==> src/rtl/uart_rx_fifo_pkg.sv <==
// Shared UART constants and helpers for the receive path.
// The receiver uses the same timing definitions.
package uart_rx_fifo_pkg;

    localparam int unsigned DATA_W        = 8;
    localparam int unsigned BITS_PER_CHAR = 10;
    localparam int unsigned DEF_FREQUENCY = 130;
    localparam int unsigned DEF_BAUDRATE  = 9600;
    localparam int unsigned TIMER_W       = 32;

    typedef logic [DATA_W-1:0] byte_t;

    // Clock cycles per bit period; frequency is given in MHz.
    function automatic int unsigned uart_period(input int unsigned freq_mhz,
                                                input int unsigned baud);
        return (freq_mhz * 1000000) / baud;
    endfunction

endpackage

==> src/rtl/uart_rx_fifo_idle_timer.sv <==
// Line-idle detector: pulses once when IDLE_CYC cycles pass after the last kick.
// Disarmed at reset and by clr, so it never fires before the first byte.
module uart_idle_timer
    import uart_rx_fifo_pkg::*;
#(
    parameter int unsigned IDLE_CYC = 300
) (
    input  logic clk,
    input  logic rst,
    input  logic kick,
    input  logic clr,
    output logic idle_to
);

    localparam logic [TIMER_W-1:0] LAST_CNT = TIMER_W'(IDLE_CYC - 1);

    logic [TIMER_W-1:0] cnt;
    logic               armed;

    always_ff @(posedge clk or posedge rst) begin
        if (rst) begin
            cnt     <= '0;
            armed   <= 1'b0;
            idle_to <= 1'b0;
        end else begin
            idle_to <= 1'b0;
            if (kick) begin
                cnt   <= '0;
                armed <= 1'b1;
            end else if (clr) begin
                cnt   <= '0;
                armed <= 1'b0;
            end else if (armed) begin
                if (cnt == LAST_CNT) begin
                    cnt     <= '0;
                    armed   <= 1'b0;
                    idle_to <= 1'b1;
                end else begin
                    cnt <= cnt + TIMER_W'(1);
                end
            end
        end
    end

endmodule

==> src/rtl/uart_rx_fifo.sv <==
// UART receive buffer: first-word-fall-through byte FIFO with level flags,
// synchronous flush and a line-idle timeout pulse for message framing.
module uart_rx_fifo
    import uart_rx_fifo_pkg::*;
#(
    parameter int unsigned DEPTH_LOG2 = 4,
    parameter int unsigned AFULL_LVL  = 12,
    parameter int unsigned FREQUENCY  = DEF_FREQUENCY,
    parameter int unsigned BAUDRATE   = DEF_BAUDRATE,
    parameter int unsigned IDLE_CHARS = 3
) (
    input  logic                  clk,
    input  logic                  rst,
    input  logic [DATA_W-1:0]     rx_data_i,
    input  logic                  rx_vld_i,
    output logic                  rx_rdy_o,
    input  logic                  flush_i,
    output logic [DATA_W-1:0]     dout_data_o,
    output logic                  dout_vld_o,
    input  logic                  dout_rdy_i,
    output logic [DEPTH_LOG2:0]   level_o,
    output logic                  empty_o,
    output logic                  full_o,
    output logic                  almost_full_o,
    output logic                  idle_to_o
);

    localparam int unsigned DEPTH    = 1 << DEPTH_LOG2;
    localparam int unsigned PW       = DEPTH_LOG2 + 1;
    localparam int unsigned IDLE_CYC = IDLE_CHARS * BITS_PER_CHAR
                                       * uart_period(FREQUENCY, BAUDRATE);

    byte_t         mem [DEPTH];
    logic [PW-1:0] wr_ptr;
    logic [PW-1:0] rd_ptr;
    logic [PW-1:0] level_q;
    logic          full_c;
    logic          empty_c;
    logic          wr_en;
    logic          rd_en;

    // Pointers carry a wrap bit so full and empty are distinguishable.
    assign full_c  = (wr_ptr[PW-1] != rd_ptr[PW-1])
                  && (wr_ptr[PW-2:0] == rd_ptr[PW-2:0]);
    assign empty_c = (wr_ptr == rd_ptr);

    assign rx_rdy_o      = !full_c && !flush_i;
    assign wr_en         = rx_vld_i && rx_rdy_o;
    assign dout_vld_o    = !empty_c;
    assign rd_en         = dout_vld_o && dout_rdy_i && !flush_i;
    assign dout_data_o   = empty_c ? '0 : mem[rd_ptr[PW-2:0]];
    assign level_o       = level_q;
    assign empty_o       = empty_c;
    assign full_o        = full_c;
    assign almost_full_o = (level_q >= PW'(AFULL_LVL));

    always_ff @(posedge clk) begin
        if (wr_en) begin
            mem[wr_ptr[PW-2:0]] <= rx_data_i;
        end
    end

    always_ff @(posedge clk or posedge rst) begin
        if (rst) begin
            wr_ptr  <= '0;
            rd_ptr  <= '0;
            level_q <= '0;
        end else if (flush_i) begin
            wr_ptr  <= '0;
            rd_ptr  <= '0;
            level_q <= '0;
        end else begin
            if (wr_en) begin
                wr_ptr <= wr_ptr + PW'(1);
            end
            if (rd_en) begin
                rd_ptr <= rd_ptr + PW'(1);
            end
            case ({wr_en, rd_en})
                2'b10:   level_q <= level_q + PW'(1);
                2'b01:   level_q <= level_q - PW'(1);
                default: level_q <= level_q;
            endcase
        end
    end

    uart_idle_timer #(
        .IDLE_CYC (IDLE_CYC)
    ) u_idle_timer (
        .clk     (clk),
        .rst     (rst),
        .kick    (wr_en),
        .clr     (flush_i),
        .idle_to (idle_to_o)
    );

endmodule

==> config.mk <==
export PLATFORM = sky130hd
export DESIGN_NAME = uart_rx_fifo
export DESIGN_NICKNAME = d
export VERILOG_FILES = /design/src/rtl/uart_rx_fifo_pkg.sv /design/src/rtl/uart_rx_fifo_idle_timer.sv /design/src/rtl/uart_rx_fifo.sv
export SDC_FILE = /design/constraint.sdc
export NUM_CORES = 1
export LEC_CHECK = 0
export ABC_AREA = 1
export BUFFER_PORTS_ARGS = -buffer_cell sky130_fd_sc_hd__clkbuf_2
export CORE_UTILIZATION = 40
export CTS_CLUSTER_SIZE = 16
export DETAILED_ROUTE_END_ITERATION = 12
export GPL_ROUTABILITY_DRIVEN = 0
export PLACE_DENSITY = 0.57
export SYNTH_ARGS = -nofsm -noshare
export SYNTH_HDL_FRONTEND = slang
export SYNTH_SLANG_ARGS = --single-unit
==> constraint.sdc <==
create_clock -name clk -period 2.4 [get_ports clk]
set_input_delay 0.12 -clock clk [delete_from_list [all_inputs] [get_ports clk]]
set_output_delay 0.12 -clock clk [all_outputs]
set_load 0.03 [all_outputs]
==> flow_metrics.py <==
metrics = {
    "status": {
        "outcome": "finished, final reports clean",
    },
    "synth": {
        "synth_seq_cells": 177,
        "yosys_warnings": 0,
        "yosysTopAreaCellShare_pct": 47.4,
        "yosysSeqAreaShare_pct": 62.5,
        "synth.distinct_cells": 45,
        "ys.flop_type": "edfxtp_1",
        "synthCells": 775,
        "synthTopCellsByArea": "edfxtp_1 (47%), dfrtp_1 (15%), nor2_1 (5.6%), o21ai_0 (5.0%), nand2_1 (4.8%)",
        "synthesis.area_um2": 8120,
        "synth_area_per_cell_um2": 10.5,
        "ys_async_sr_fraction_pct": 27.7,
        "synth-edff-count": 128,
        "yosys.area.top_type": "edfxtp_1",
        "syn_nets": 797,
    },
    "power_and_ir_drop": {
        "ir_drop_mv": 0.525,
        "fin_total_pwr_uw": 7200,
        "pwr_density_cell_nw_per_um2": 762,
        "leakage_uw": 0.00350,
    },
    "sta": {
        "hold_viol": 0,
        "rsz0062_at_grt": "true",
        "tns_ps": 0,
        "max_freq_mhz": 437,
        "finalCriticalPeriod_ps": 2290,
        "clock_skew_ps": 16.2,
        "period_share_pct": 95.4,
        "setup_violations": 0,
        "slew_viol_final": 0,
        "worst_pin_slew_ps": 502,
        "slew_headroom_pct": 66.5,
    },
    "floorplan": {
        "die_w_um": 144,
        "core_area_um2": 19700,
        "die-area_um2": 20900,
        "ios": 32,
        "num_rows": 51,
        "die_h_um": 144,
        "start_util_pct": 41.3,
    },
    "worst_hold_path": {
        "hold_depth": 4,
        "min-delay-path-class": "in -> reg",
    },
    "critical_path": {
        "crit_chain": "inv_4 > buf_12 > o21ai_0 > o221ai_1 > nand3_2 > a31oi_2 > clkbuf_4",
        "cp_max_fo": 33,
        "path_class": "reg -> out",
        "cp_slowest_cell": "dfrtp_2",
        "endpoint_kind": "output port",
        "critPathTopFamily": "compound AO/OA/AOI/OAI gates",
        "critPathMaxStageDelay_ps": 460,
        "reg2regPathDepth": 16,
        "cp.arrival_ps": 2170,
        "cp.required_ps": 2280,
        "critPathLaunchType": "flip-flop",
        "path_buf_inv": 3,
        "worst-path-stages": 7,
    },
    "global_route": {
        "first_global_vias": 5746,
        "antenna_found_initial": 0,
        "grt_use_total_pct": 20.6,
        "grt_max_degree": 39,
        "grt_pass1_wl_um": 31500,
        "overflow": 0,
    },
    "cts": {
        "cts_buffer_depth": 2,
        "clkTransAtPathRegs_ps": 80,
        "cts_root_buffer": "clkbuf_16",
        "clkLatencyLatePin_ps": 440,
        "numClockSinks": 177,
        "cts_buffers": 17,
        "htreeDepth": 4,
        "cts_tree": "yes",
    },
    "place": {
        "dpl_cell_area_um2": 8700,
        "hpwl_um": 12700,
        "io_buffers": 31,
    },
    "cells_and_area": {
        "regArea_um2": 5080,
        "layout-drive-gt1-share_pct": 17.8,
        "diodes": 0,
        "areaGrowthSynthToFinish_pct": 16.5,
        "final_util_pct": 48.1,
        "fin_area_um2": 9450,
        "fillers": 1868,
        "final_nets": 852,
        "multi_input_area_um2": 2780,
    },
    "route": {
        "ant_nets": 0,
        "first_pass_iters": 5,
        "vias_per_cell": 5.46,
        "wirelength_um": 20100,
        "drt_iter0_markers": 466,
        "wl_per_cell_um": 18.1,
        "vias": 6045,
        "drc": 0,
    },
    "flow_run": {
        "max-cap-violations": 0,
    },
}
layout by cell type, fill, tap and decap left out, types with 3 or more instances in the layout:
master,count
o221ai_2,3
and3_1,4
o22ai_1,27
buf_4,28
inv_8,3
nand2_1,102
nand2_2,4
inv_2,12
nor4_1,4
a31oi_2,3
clkbuf_2,30
dfrtp_2,5
nand3_1,34
nand4_1,13
a31oi_1,8
o221ai_1,12
o21ai_1,3
nor2_4,5
nand2_4,3
clkbuf_16,17
inv_1,38
a21oi_1,12
edfxtp_1,128
nand3_2,5
nor2_1,120
nor3_1,26
inv_6,6
ha_1,9
xor2_1,17
dfrtp_1,44
o21ai_0,81
through the flow:
step                setup WS (ps)  hold WS, ps  instances
global placement              263          155       1071
finish                        109         80.1       1108
detailed placement            124          162       1071
CTS                          3.83         88.2       1106
floorplan                     170          219        775
global route                -38.2          101       1108
synthesized netlist by cell type, types with 2 or more instances:
| cell type | instances |
|---|---|
| nand4_1 | 13 |
| xor2_1 | 18 |
| o22ai_1 | 27 |
| buf_2 | 3 |
| ha_1 | 9 |
| o21ai_0 | 81 |
| nand2_1 | 103 |
| nand2_2 | 5 |
| nor2_1 | 120 |
| nand3_1 | 38 |
| buf_6 | 3 |
| nor2_4 | 5 |
| nor4_1 | 4 |
| inv_2 | 11 |
| o21ai_1 | 3 |
| edfxtp_1 | 128 |
| clkbuf_1 | 24 |
| nor2_2 | 2 |
| nor3_1 | 26 |
| inv_1 | 40 |
| a21oi_1 | 12 |
| dfrtp_1 | 49 |
| a31oi_1 | 11 |
| nand3_4 | 2 |
| and3_1 | 4 |
| o221ai_1 | 15 |
cell type report:
class                   count  share of cell area [%]
flip-flops and latches    177                    53.7
multi-input cells         514                    29.4
repair buffers             67                    5.27
clock buffers              17                    4.50
well taps                 265                    3.51
inverters                  53                    2.17
clock inverters            15                    1.51
where the power goes:
group | leakage [µW] | total [µW] | switching (µW) | internal [µW]
logic | 0.00140 | 1130 | 790 | 341
registers | 0.00182 | 3390 | 54.1 | 3340
clock network | 0.000274 | 2680 | 1300 | 1380
total | 0.00350 | 7200 | 2150 | 5050
what timing repair did:
item | CTS | global route
hold buffers | 2 | 0
resized for setup | 5 | 25
pin swaps | 0 | 2
gates cloned | 1 | 0
hold endpoints to repair | 24 | 0
endpoints found under the setup margin | 6 | 10
setup buffers | 0 | 2
path summary, 6_finish.rpt:
kind                                  startpoint                                to  slack (ps)
max                        rd_ptr[0]$_DFFE_PP0P_                    dout_data_o[3]         110
min                                   dout_rdy_i             rd_ptr[0]$_DFFE_PP0P_          80
max reg2reg                rd_ptr[0]$_DFFE_PP0P_            level_o[4]$_DFFE_PP0P_         170
min reg2reg                wr_ptr[4]$_DFFE_PP0P_             wr_ptr[4]$_DFFE_PP0P_         520
max in group asynchronous                    rst  u_idle_timer.cnt[10]$_DFFE_PP0P_        1540
min in group asynchronous                    rst    u_idle_timer.idle_to$_DFF_PP0_         240
routing by layer:
layer | global-route usage, % | vias to the layer above | wire, µm
met2 | 33.4 | 182 | 9680
met5 | 0 | - | 0
met3 | 4.27 | 16 | 1100
li1 | - | 2860 | -
met1 | 27.9 | 2987 | 9060
met4 | 5.76 | 0 | 256
logic make-up (layout without fill, tap and decap cells):
family | count (synthesis) | count (layout) | synth area share [%]
AO/OA/AOI/OAI | 156 | 156 | 11.2
adder cells (fa/ha/maj) | 9 | 9 | 1.39
buffers and inverters | 84 | 152 | 4.29
XOR/XNOR | 19 | 19 | 2.05
AND/OR/NAND/NOR | 330 | 330 | 18.6
flip-flops | 177 | 177 | 62.5
worst min-delay path, cell delays in order:
cell,delay (ps)
clkbuf_2,120
nand2_4,80
nand2_1,70
o21ai_0,80
sequential cells by signal, summed over array words and instances (netlist names):
name	cells
level_o	5
mem	128
rd_ptr	5
u_idle_timer.armed	1
u_idle_timer.cnt	32
u_idle_timer.idle_to	1
wr_ptr	5
Note: power is estimated with default switching activity, not from simulation.
